### src/rtl/reg_file_shadow_pkg.sv
// Shared definitions for the shadowed register file (package baej_pkg).
// Default sizes, the register-frame type and the stack error causes.
// Optional build macro used by the top level: REGFILE_BYPASS_EN.
package baej_pkg;

  localparam int DATA_W      = 16;
  localparam int NUM_REGS    = 8;
  localparam int ADDR_W      = 3;
  localparam int STACK_DEPTH = 4;

  // sp counts 0..STACK_DEPTH inclusive, so it needs one bit more than an index
  localparam int IDX_W = $clog2(STACK_DEPTH);
  localparam int SP_W  = IDX_W + 1;

  // One saved frame: r1..r(NUM_REGS-1); r0 is hard-wired zero and never stored
  typedef logic [1:NUM_REGS-1][DATA_W-1:0] frame_t;

  // Reason a stack request was refused
  typedef enum logic [1:0] {
    CAUSE_NONE = 2'd0,
    OVF        = 2'd1,
    UDF        = 2'd2,
    CONFLICT   = 2'd3
  } err_cause_e;

endpackage

### src/rtl/reg_file_shadow_if.sv
// Control-unit to register-file bus.
// Strobes are single-cycle commands sampled on the rising clock edge; there is
// no valid/ready back-pressure: every strobe is accepted in the cycle it is high.
// master: control unit side, slave: register file side.
interface reg_file_shadow_if;
  import baej_pkg::*;

  logic              RegR1;
  logic              RegR2;
  logic [ADDR_W-1:0] rd1_addr;
  logic [ADDR_W-1:0] rd2_addr;
  logic              RegW1;
  logic              RegW2;
  logic [ADDR_W-1:0] wr1_addr;
  logic [ADDR_W-1:0] wr2_addr;
  logic [DATA_W-1:0] wr1_data;
  logic [DATA_W-1:0] wr2_data;
  logic              backup;
  logic              restore;
  logic [DATA_W-1:0] rd1_data;
  logic [DATA_W-1:0] rd2_data;
  logic [SP_W-1:0]   sp;
  logic              stack_full;
  logic              stack_empty;
  logic              stack_err;

  modport master (
    output RegR1, RegR2, rd1_addr, rd2_addr,
    output RegW1, RegW2, wr1_addr, wr2_addr, wr1_data, wr2_data,
    output backup, restore,
    input  rd1_data, rd2_data, sp, stack_full, stack_empty, stack_err
  );

  modport slave (
    input  RegR1, RegR2, rd1_addr, rd2_addr,
    input  RegW1, RegW2, wr1_addr, wr2_addr, wr1_data, wr2_data,
    input  backup, restore,
    output rd1_data, rd2_data, sp, stack_full, stack_empty, stack_err
  );

endinterface

### src/rtl/reg_file_shadow_shadow_stack.sv
// Shadow stack of full register frames.
// push saves frame_in at frames[sp]; pop presents frames[sp-1] on frame_out
// and asserts pop_ok for the cycle the live registers must take it.
// Refused requests (overflow, underflow, push+pop together) set a sticky err.
module shadow_stack
  import baej_pkg::*;
(
  input  logic            clk,
  input  logic            Reset,
  input  logic            push,
  input  logic            pop,
  input  frame_t          frame_in,
  output frame_t          frame_out,
  output logic            pop_ok,
  output logic [SP_W-1:0] sp,
  output logic            full,
  output logic            empty,
  output logic            err
);

  frame_t          frames [STACK_DEPTH];
  logic [SP_W-1:0] sp_q;
  logic            err_q;
  logic            do_push;
  logic            do_pop;
  err_cause_e      cause;
  logic [IDX_W-1:0] top_idx;

  assign full  = (sp_q == SP_W'(STACK_DEPTH));
  assign empty = (sp_q == '0);

  // Index of the topmost saved frame; modulo arithmetic on the low bits is
  // exact because STACK_DEPTH is a power of two and it is only used when sp>0
  assign top_idx   = sp_q[IDX_W-1:0] - IDX_W'(1);
  assign frame_out = frames[top_idx];

  // Decide whether the request is honoured and classify any refusal
  always_comb begin
    do_push = 1'b0;
    do_pop  = 1'b0;
    cause   = CAUSE_NONE;
    if (push && pop) begin
      cause = CONFLICT;
    end else if (push) begin
      if (full) cause = OVF;
      else      do_push = 1'b1;
    end else if (pop) begin
      if (empty) cause = UDF;
      else       do_pop = 1'b1;
    end
  end

  assign pop_ok = do_pop;

  // Frame count and sticky error flag
  always_ff @(posedge clk or posedge Reset) begin
    if (Reset) begin
      sp_q  <= '0;
      err_q <= 1'b0;
    end else begin
      if (do_push)     sp_q <= sp_q + SP_W'(1);
      else if (do_pop) sp_q <= sp_q - SP_W'(1);
      if (cause != CAUSE_NONE) err_q <= 1'b1;
    end
  end

  // Frame storage, written only on an accepted push
  always_ff @(posedge clk or posedge Reset) begin
    if (Reset) begin
      for (int i = 0; i < STACK_DEPTH; i++) frames[i] <= '0;
    end else if (do_push) begin
      frames[sp_q[IDX_W-1:0]] <= frame_in;
    end
  end

  assign sp  = sp_q;
  assign err = err_q;

endmodule

### src/rtl/reg_file_shadow.sv
// Register file with two registered read ports, two write ports and a
// hardware shadow stack (backup pushes the live frame, restore pops it).
// r0 reads as zero and ignores writes; write port 2 wins on an address clash.
// Build option REGFILE_BYPASS_EN: same-cycle write data is forwarded to reads.
module reg_file_shadow
  import baej_pkg::*;
(
  input  logic          clk,
  input  logic          Reset,
  reg_file_shadow_if.slave bus
);

  frame_t            live;
  frame_t            frame_out;
  logic              pop_ok;
  logic [DATA_W-1:0] rd1_next;
  logic [DATA_W-1:0] rd2_next;
  logic [DATA_W-1:0] rd1_q;
  logic [DATA_W-1:0] rd2_q;
  logic [SP_W-1:0]   sp_w;
  logic              full_w;
  logic              empty_w;
  logic              err_w;

  shadow_stack u_stack (
    .clk       (clk),
    .Reset     (Reset),
    .push      (bus.backup),
    .pop       (bus.restore),
    .frame_in  (live),
    .frame_out (frame_out),
    .pop_ok    (pop_ok),
    .sp        (sp_w),
    .full      (full_w),
    .empty     (empty_w),
    .err       (err_w)
  );

  // Live registers: restore first, then writes on top, port 2 last so it wins
  always_ff @(posedge clk or posedge Reset) begin
    if (Reset) begin
      live <= '0;
    end else begin
      if (pop_ok) live <= frame_out;
      if (bus.RegW1 && bus.wr1_addr != '0) live[bus.wr1_addr] <= bus.wr1_data;
      if (bus.RegW2 && bus.wr2_addr != '0) live[bus.wr2_addr] <= bus.wr2_data;
    end
  end

  // Read-port mux: current register contents, optionally forwarded write data
  always_comb begin
    rd1_next = (bus.rd1_addr == '0) ? '0 : live[bus.rd1_addr];
    rd2_next = (bus.rd2_addr == '0) ? '0 : live[bus.rd2_addr];
`ifdef REGFILE_BYPASS_EN
    if (bus.RegW1 && bus.wr1_addr == bus.rd1_addr && bus.rd1_addr != '0) rd1_next = bus.wr1_data;
    if (bus.RegW2 && bus.wr2_addr == bus.rd1_addr && bus.rd1_addr != '0) rd1_next = bus.wr2_data;
    if (bus.RegW1 && bus.wr1_addr == bus.rd2_addr && bus.rd2_addr != '0) rd2_next = bus.wr1_data;
    if (bus.RegW2 && bus.wr2_addr == bus.rd2_addr && bus.rd2_addr != '0) rd2_next = bus.wr2_data;
`else
`endif
  end

  // Registered read data, held while the read strobe is low
  always_ff @(posedge clk or posedge Reset) begin
    if (Reset) begin
      rd1_q <= '0;
      rd2_q <= '0;
    end else begin
      if (bus.RegR1) rd1_q <= rd1_next;
      if (bus.RegR2) rd2_q <= rd2_next;
    end
  end

  assign bus.rd1_data    = rd1_q;
  assign bus.rd2_data    = rd2_q;
  assign bus.sp          = sp_w;
  assign bus.stack_full  = full_w;
  assign bus.stack_empty = empty_w;
  assign bus.stack_err   = err_w;

endmodule

### src/flat_wrapper.sv
// flat-port wrapper written by rule: the top's interface ports become plain ports
module reg_file_shadow_flat import baej_pkg::*;
  (clk, Reset, bus_RegR1, bus_RegR2, bus_rd1_addr, bus_rd2_addr, bus_RegW1, bus_RegW2, bus_wr1_addr, bus_wr2_addr, bus_wr1_data, bus_wr2_data, bus_backup, bus_restore, bus_rd1_data, bus_rd2_data, bus_sp, bus_stack_full, bus_stack_empty, bus_stack_err);
  reg_file_shadow_if bus_i ();
  input  logic clk;
  input  logic Reset;
  input wire logic [$bits(bus_i.RegR1)-1:0] bus_RegR1;
  input wire logic [$bits(bus_i.RegR2)-1:0] bus_RegR2;
  input wire logic [$bits(bus_i.rd1_addr)-1:0] bus_rd1_addr;
  input wire logic [$bits(bus_i.rd2_addr)-1:0] bus_rd2_addr;
  input wire logic [$bits(bus_i.RegW1)-1:0] bus_RegW1;
  input wire logic [$bits(bus_i.RegW2)-1:0] bus_RegW2;
  input wire logic [$bits(bus_i.wr1_addr)-1:0] bus_wr1_addr;
  input wire logic [$bits(bus_i.wr2_addr)-1:0] bus_wr2_addr;
  input wire logic [$bits(bus_i.wr1_data)-1:0] bus_wr1_data;
  input wire logic [$bits(bus_i.wr2_data)-1:0] bus_wr2_data;
  input wire logic [$bits(bus_i.backup)-1:0] bus_backup;
  input wire logic [$bits(bus_i.restore)-1:0] bus_restore;
  output wire logic [$bits(bus_i.rd1_data)-1:0] bus_rd1_data;
  output wire logic [$bits(bus_i.rd2_data)-1:0] bus_rd2_data;
  output wire logic [$bits(bus_i.sp)-1:0] bus_sp;
  output wire logic [$bits(bus_i.stack_full)-1:0] bus_stack_full;
  output wire logic [$bits(bus_i.stack_empty)-1:0] bus_stack_empty;
  output wire logic [$bits(bus_i.stack_err)-1:0] bus_stack_err;
  assign bus_i.RegR1 = bus_RegR1;
  assign bus_i.RegR2 = bus_RegR2;
  assign bus_i.rd1_addr = bus_rd1_addr;
  assign bus_i.rd2_addr = bus_rd2_addr;
  assign bus_i.RegW1 = bus_RegW1;
  assign bus_i.RegW2 = bus_RegW2;
  assign bus_i.wr1_addr = bus_wr1_addr;
  assign bus_i.wr2_addr = bus_wr2_addr;
  assign bus_i.wr1_data = bus_wr1_data;
  assign bus_i.wr2_data = bus_wr2_data;
  assign bus_i.backup = bus_backup;
  assign bus_i.restore = bus_restore;
  assign bus_rd1_data = bus_i.rd1_data;
  assign bus_rd2_data = bus_i.rd2_data;
  assign bus_sp = bus_i.sp;
  assign bus_stack_full = bus_i.stack_full;
  assign bus_stack_empty = bus_i.stack_empty;
  assign bus_stack_err = bus_i.stack_err;
  reg_file_shadow u_core (.clk(clk), .Reset(Reset), .bus(bus_i));
endmodule
### config.mk
export PLATFORM = sky130hd
export DESIGN_NAME = reg_file_shadow_flat
export DESIGN_NICKNAME = d
export VERILOG_FILES = /design/src/rtl/reg_file_shadow_pkg.sv /design/src/rtl/reg_file_shadow_if.sv /design/src/rtl/reg_file_shadow_shadow_stack.sv /design/src/rtl/reg_file_shadow.sv /design/src/flat_wrapper.sv
export SDC_FILE = /design/constraint.sdc
export NUM_CORES = 1
export LEC_CHECK = 0
export ABC_CLOCK_PERIOD_IN_PS = 57500
export CORE_UTILIZATION = 44
export CTS_CLUSTER_SIZE = 10
export DETAILED_ROUTE_END_ITERATION = 16
export PLACE_DENSITY_LB_ADDON = 0.3
export SETUP_SLACK_MARGIN = 0.05
export SLEW_MARGIN = 10
export SYNTH_ARGS = -nofsm -noshare
export SYNTH_HDL_FRONTEND = slang
export SYNTH_SLANG_ARGS = --single-unit
export TNS_END_PERCENT = 100
### constraint.sdc
create_clock -name clk -period 57.5 [get_ports clk]
set_input_delay 11.5 -clock clk [delete_from_list [all_inputs] [get_ports clk]]
set_output_delay 11.5 -clock clk [all_outputs]
set_load 0.005 [all_outputs]
Word level (Yosys, flattened, before mapping):

Index checks and enable logic that the tools add are counted.

* $add $sub $neg: 3
* reduce and logical (&&, ||, !) cells: 13
* equality and inequality tests: 1
* order comparisons: 9
* bitwise gates (word level): 6
* multiplexer cells: 37

Operator list (number)
* two-way mux 112 bit: 6
* bitwise mux 448 bit: 1
* binary-select mux 112 bit (select 2 bit): 1
* bitwise mux 112 bit: 2
* demux 112 bit (select 2 bit): 1
* two-way mux 16 bit: 8
* binary-select mux 16 bit (select 3 bit): 2
* demux 16 bit (select 3 bit): 2
* greater-or-equal comparator 4 bit (second input constant): 4
* NOT 3 -> 4 bit: 4
* logical NOT 3 bit: 3
* less-than comparator 4 x 1 -> 1 bit (second input constant): 2
* two-way mux 1 bit: 8
* two-way mux 2 bit: 4
* greater-or-equal comparator 3 bit (second input constant): 2
* logical AND 1 bit: 6
* two-way mux 3 bit: 2
* NOT 2 -> 3 bit: 2
* nonzero test 3 bit: 2
* nonzero test 2 bit: 2
* adder 3 x 1 -> 3 bit (second input constant): 1
* equality test 3 bit (second input constant): 1
* less-than comparator 3 x 1 -> 1 bit (second input constant): 1
* subtractor 3 x 1 -> 3 bit (second input constant): 1
* subtractor 2 x 1 -> 2 bit (second input constant): 1

* word-level logic and storage cells: 108
* register bits after elaboration: 596
* output and inout port bits: 38

Logic depth before layout (Yosys ltp):

Gate-level depths: netlist (run 1).

* depth in word-level cells: 10
* depth in mapped cells: 14
* gate-level depth less buffers: 9

Cells and area by module:

From an unflattened synthesis (run 1), not the netlist that was laid out.

* cell total of the unflattened synthesis: 2171
* area, all modules: 28992.8 um^2

By module, submodules not included
* shadow_stack: cells an instance 1119, area each 19607.6 um^2, instances 1
* reg_file_shadow: cells an instance 1052, area each 9385.3 um^2, instances 1

Least setup slack after synthesis (run 1):

No wires, ideal clock.

* path kind: reg2out
* from: register u_core.u_stack.sp_q[0] (netlist: u_core.u_stack.sp[0])
* to: output port bus_stack_empty
* data arrival time: 1.992 ns
* cell stages (with the launch flop): 11
* buffers on the path: 6
* data required time: 46.000 ns
* slack: 44.008 ns
* cells stage by stage: dfrtp_1 > clkbuf_2 > buf_4 > buf_2 > buf_2 > inv_1 > ha_1 > nand2b_1 > buf_6 > inv_4 > buf_6

* word-level cells in the longest chain between the ends: 1

Ends and longest elaborated chain
* from (decl): line reg_file_shadow_shadow_stack.sv:22 `logic [SP_W-1:0] sp_q;`
* from (signal assigned): line reg_file_shadow_shadow_stack.sv:61 `if (do_push) sp_q <= sp_q + SP_W'(1);`
* from (signal assigned): line reg_file_shadow_shadow_stack.sv:62 `else if (do_pop) sp_q <= sp_q - SP_W'(1);`
* logical NOT 3 bit: line reg_file_shadow_shadow_stack.sv:30 `assign empty = (sp_q == '0);`
* to (decl): line flat_wrapper.sv:23 `output wire logic [$bits(bus_i.stack_empty)-1:0] bus_stack_empty;`

Every way passes these cells.

Worst setup path in the final report (run 1):

Same ends and word-level chain as after synthesis.

==> results of run 1 <==
[power by group through the flow]
| stage | clock [mW] | combinational [mW] | sequential [mW] |
|---|---|---|---|
| CTS | 0.403 | 0.545 | 0.715 |
| detailed placement | 0 | 0.543 | 0.721 |
| global route | 0.420 | 0.580 | 0.740 |
| finish | 0.396 | 0.543 | 0.719 |
| floorplan | 0 | 0.425 | 0.664 |
| global placement | 0 | 0.529 | 0.706 |
[cell usage after synthesis (all sizes together)]
cell / count / area (um2)
buf: 101 / 602
or2: 1 / 6.26
nor4: 7 / 149
dfrtp: 596 / 14900
and4: 2 / 17.5
o21ai: 114 / 571
nand2: 6 / 22.5
o22ai: 31 / 194
fa: 1 / 20.0
mux4: 114 / 2570
nor2: 33 / 124
a22oi: 224 / 1680
and4b: 6 / 60.1
nor3: 1 / 5.00
clkbuf: 60 / 228
a21oi: 42 / 233
mux2i: 64 / 641
and2: 4 / 27.5
nor4bb: 6 / 60.1
xnor2: 2 / 17.5
nor3b: 2 / 26.3
and2b: 1 / 7.51
inv: 6 / 25.0
nand2b: 6 / 37.5
a221oi: 30 / 263
mux2: 479 / 5390
ha: 4 / 50.1
[worst max-delay path by stage]
stage               cells past startpoint                         end
detailed placement                      6  u_core.u_stack.frames[388]
floorplan                               1      u_core.bus.rd1_data[0]
global placement                        6  u_core.u_stack.frames[422]
CTS                                     5             bus_stack_empty
global route                            5             bus_stack_empty
finish                                  5             bus_stack_empty
[stage by stage]
step                total power, mW  setup slack [ps]   util  cells
finish                         1.66             42350  0.501   2855
global route                   1.74             42050  0.501   2855
CTS                            1.66             42230  0.501   2850
detailed placement             1.26             42470  0.470   2760
global placement               1.23             42460  0.470   2760
floorplan                      1.09             29320      -   1943
[flip-flops by register name, indices dropped and copies added, names as in the netlist]
signal and cells:
u_core.bus.rd1_data 16, u_core.bus.rd2_data 16, u_core.live 112, u_core.u_stack.err 1, u_core.u_stack.frames 448, u_core.u_stack.sp 3
[per-layer routing]
metal,share of wire,track usage,vias to the layer above
met2,0.46,0.427,881
met5,0.00024,0,-
met3,0.083,0.0582,229
met1,0.41,0.359,9817
met4,0.046,0.133,4
li1,-,-,7579
[final cells by class]
class	count	area share
Inverter	6	0.00103
Timing Repair Buffer	132	0.0389
Clock buffer	84	0.0595
Sequential cell	596	0.473
Multi-Input combinational cell	1180	0.392
Tap cell	846	0.0335
Clock inverter	6	0.00178
Antenna cell	5	0.000397
[kinds of logic after synthesis]
logic type,share of synthesized area
compound gates,0.105
xor+xnor,0.000627
fa+ha+maj,0.00251
buf+inv,0.0306
flops,0.534
mux,0.308
simple gates,0.0194
[cell usage in the layout, fill, tap and decap left out, types with 6 or more instances in the layout]
cell,synthesis,layout
nor4bb_4,0,6
buf_4,3,41
clkbuf_16,0,72
o22ai_1,31,31
a21oi_1,36,35
nand2b_1,6,6
o21ai_1,59,59
a221oi_1,30,30
clkdlybuf4s50_1,0,87
mux4_2,114,114
mux2_2,451,451
mux2_1,28,28
nor2_1,33,33
mux2i_1,64,64
o21ai_0,55,55
a21oi_4,0,7
a22oi_1,224,224
dfrtp_1,596,595
nor4_4,7,7
clkbuf_1,58,9
[worst min-delay path: stages, from the launching register on]
cell and delay (ps):
dfrtp_1 350, a21oi_1 40, nand2_1 60
==> run metrics, run 1 <==
status finished, final reports clean; # H-tree levels 3; Worst-path clk slew 50 ps; gate count after technology mapping roughly 1900; Final Cell Area between 30000 and 40000 um2; Hold Path Stages 2; power density over the cells approximately 53 nW/um2; fin. max-slew vios 0; final setup fails 0; setup_tns 0 ps; static leakage between 10 and 15 nW; worst rel slew slack 0.118; # hold bufs at CTS 0; I/O Buffers 89; clk root buf clkbuf_16; Slew @ Worst Pin approximately 1300 ps; Sequential Power Share 0.433; Num Clock Sinks approximately 600; total track usage 0.272; Worst path slowest cell dfrtp_4; Final Skew 25.1 ps; total congestion overflow 0; drt wl/cell approximately 30 um; CP peak stage delay about 1100 ps; TritonCTS clock tree built; # IOs 90; R2R Path End u_core.u_stack.frames[388]; DRT Pass-1 Iters 5; Worst path top cell family by delay flip-flops; worst-skew pair later-pin latency about 600 ps; max-cap violation count 0; Cell Area, Placed just under 30000 um2; number of global-route vias before repair approximately 19000; sequential area share after synthesis 0.534; Ys Warns 0; Worst Setup SP u_core.u_stack.sp[0]; Mapped Area roughly 28000 um2; final-layout fill cell count approximately 5300; GP Congestion 0.810; vias post-DR 18500; #FFs+latches synth approximately 600; Peak supply drop roughly 39 uV; Vias/cell ~6.5; fin nets between 2000 and 2500; dpl hpwl slightly below 50000 um; crit path max fanout 50; Post-CTS Resized 0; Multi-input gate area 12400 um2; Final period util 0.263; post-route DRC violation count 0; crit end category output pin; RSZ-0062 raised after global routing no; Core ar. around 63000 um2; fmax approximately 0.066 GHz; Synth cell types 37; HP Start u_core.u_stack.err; Clock Power Share 0.239; Pint 1.11 mW; FP Rows just over 90; postcts setup bufs 0; Net Switching ~0.54 mW; Hold WS about 500 ps; die height about 250 um; switching share of power 0.329; die area 64500 um2; largest net degree at the start of global routing roughly 190; WL final between 80000 and 90000 um; crit path buf inv count 3; Starting DRT DRC Count a little over 2000; Worst R2R Start u_core.u_stack.sp[0]; die width between 200 and 300 um; launching element type of the critical path register; CP Class reg2out; first-pass GRT wire length 128000 um; Critical Path AT ~3700 ps; reg2reg path depth 8; fraction of layout cells with a size suffix above 1 0.363; min cycle time layout ~15000 ps; initial antenna violation count 9; required time worst endpoint ~46000 ps; Initial Util 0.444; Antenna Nets Post-Route 0; register area 14900 um2; crit-path cells inv_1, ha_4, nand2b_1, inv_4, clkdlybuf4s50_1; Comb pwr share 0.328; Mean Syn Cell Area around 14 um2; final hold vios 0; worst hold path type reg2reg; CTS Buf Count 71; P&R area growth vs syn 12.9%; WHS Endpoint u_core.u_stack.err; CTS max path bufs 3; Synthesized Nets 2000; R2R setup slack ~53000 ps
(Power assumes the default switching activity.)
==> run 2: changes to the inputs <==
ABC_CLOCK_PERIOD_IN_PS = 12150   (was 57500)
clock period = 12.15 ns   (was 57.5 ns; I/O delays follow)
==> run 2 against run 1 <==
  * The flow now finishes with violations (design-rule violations)
  * Hold slack got worse by 16 ps
  * Wire length fell by 0.17%
  * Global-route usage fell by 0.23 points
==> run metrics, run 2 (synthesis gave the netlist of run 1 again) <==
status finished, violations left; failing checks design-rule violations; final hold vios 0 (unchanged); die area 64500 um2 (unchanged); static leakage 13.8 nW (+0.30%); crit end category output pin; Worst-path clk slew 50 ps (about the same); fmax roughly 0.17 GHz; number of global-route vias before repair 19300 (-0.53%); clk root buf clkbuf_16; Final Skew 22.4 ps (-2.69 ps); reg2reg path depth 8 (unchanged); HP Start u_core.u_stack.err; FP Rows 92 (unchanged); Vias/cell 6.53 (+0.73%); setup_tns 0 ps (unchanged); Clock Power Share 0.239 (about the same); Peak supply drop 127 uV (+230%); final-layout fill cell count 5325 (+0.43%); GP Congestion 0.829 (+2.4%); final core occ 0.502 (+0.00105); crit path max fanout 37 (-26%); vias post-DR 18700 (+0.95%); total track usage 0.270 (-0.00233); Net Switching 2.59 mW (+380%); Starting DRT DRC Count 1993 (-3.2%); top flop regs u_core.u_stack.frames x448, u_core.live x112; # hold bufs at CTS 0 (unchanged); Cell Area, Placed 29600 um2 (+0.14%); first-pass GRT wire length 127000 um (-0.42%); min cycle time layout about 5800 ps; TritonCTS clock tree built; CTS max path bufs 3 (unchanged); max reg flops 448 (unchanged); die height 254 um (unchanged); Pint 5.29 mW (+380%); Hold Path Stages 2 (unchanged); leading cell types in the layout, fill and taps excluded 595 x dfrtp_1, 451 x mux2_2, 224 x a22oi_1; drt wl/cell 29.9 um (-0.38%); required time worst endpoint 9720 ps (-36280 ps); CP Class reg2out; postcts setup bufs 0 (unchanged); launching element type of the critical path register; WHS Endpoint u_core.u_stack.err; WL final 85700 um (-0.17%); I/O Buffers 89 (unchanged); total congestion overflow 0 (unchanged); worst rel slew slack 0.120 (+0.00195); Critical Path AT 3370 ps (-280 ps); Worst R2R Start u_core.u_stack.sp[0]; P&R area growth vs syn 13.2%; final setup fails 0 (unchanged); power density over the cells 249 nW/um2 (+370%); Initial Util 0.444 (unchanged); Sequential Power Share 0.431 (-0.002); fin. max-slew vios 0 (unchanged); post-route DRC violation count 3 (+3); worst-skew pair later-pin latency 610 ps (about the same); worst hold path type reg2reg; switching share of power 0.329 (about the same); Final Cell Area 31600 um2 (+0.21%); R2R Path End u_core.u_stack.frames[390]; fin nets 2051 (+0.34%); Slew @ Worst Pin 1310 ps (-12.8 ps); largest net degree at the start of global routing 152 (-19%); DRT Pass-1 Iters 12 (+7); max-cap violation count 0 (unchanged); R2R setup slack 7570 ps (-45130 ps); Antenna Nets Post-Route 0 (unchanged); RSZ-0062 raised after global routing no; Final period util 0.478; Num Clock Sinks 596 (unchanged); fraction of layout cells with a size suffix above 1 0.364 (+0.000907); CTS Buf Count 70 (-1.4%); Reg with most FFs u_core.u_stack.frames; # H-tree levels 3 (unchanged); dpl hpwl 49400 um (+0.90%); die width 254 um (unchanged); commonest non-fill, non-tap cell in the layout dfrtp_1; total power 7.88 mW (+380%); Core ar. 63000 um2 (unchanged); initial antenna violation count 7 (-2); # IOs 90 (unchanged); Post-CTS Resized 0 (unchanged); Comb pwr share 0.330 (+0.002)
==> run 2: cell count changes in the layout (fill, tap and decap cells not counted), sizes merged <==
cell      before  now
clkinv         2    1
buf           45   53
clkbuf        84   85
clkinvlp       0    1
inv           10    7
==> run 2: power by group through the flow <==
stage | clock, mW | sequential (mW) | combinational, mW
3_5_place_dp | 0 | 3.41 | 2.59
5_1_grt | 2.00 | 3.50 | 2.77
6_report | 1.89 | 3.40 | 2.60
4_1_cts | 1.92 | 3.38 | 2.61
2_1_floorplan | 0 | 3.15 | 2.01
3_3_place_gp | 0 | 3.34 | 2.53
==> run 2: worst max path at each step <==
stage                         start                    endpoint  slack [ps]  cells after the start
6_report       u_core.u_stack.sp[0]             bus_stack_empty        6350                      5
5_1_grt        u_core.u_stack.sp[0]             bus_stack_empty        6130                      5
4_1_cts        u_core.u_stack.sp[0]             bus_stack_empty        6260                      5
3_5_place_dp             bus_backup  u_core.u_stack.frames[390]        6170                      6
3_3_place_gp             bus_backup  u_core.u_stack.frames[384]        6200                      6
2_1_floorplan                 Reset      u_core.bus.rd1_data[0]        1590                      1
==> run 2: routing by layer <==
metal	global-route usage	wire (um)	up-vias	part of all wire
li1	-	-	7594	-
met4	0.115	3310	6	0.039
met1	0.365	35400	9990	0.41
met2	0.412	39100	894	0.46
met3	0.0672	7870	201	0.092
met5	0	36	-	0.00042
==> run 2: layout make-up <==
class                      instances  area (um2)  area share
antenna                            5        12.5    0.000396
clock buffer                      85        1920      0.0609
clock inverter                     3        33.8     0.00107
inverter                           6        28.8    0.000910
multi-input combinational       1180       12400       0.391
sequential                       596       14900       0.472
tap                              846        1060      0.0335
timing repair buffer             140        1280      0.0404
==> run 2: critical path, cell delays in order (launching register included) <==
cell             delay [ps]
dfrtp_4                 930
inv_1                   270
ha_4                    250
nand2b_1                560
inv_4                   260
clkdlybuf4s50_1         520
==> run 2: stage by stage <==
step | cells | setup slack [ps] | hold slack, ps
final | 2861 | 6350 | 471
after global routing | 2857 | 6130 | 503
after CTS | 2856 | 6260 | 475
after detailed placement | 2768 | 6170 | 461
after global placement | 2768 | 6200 | 461
after floorplan | 1943 | 1590 | 453
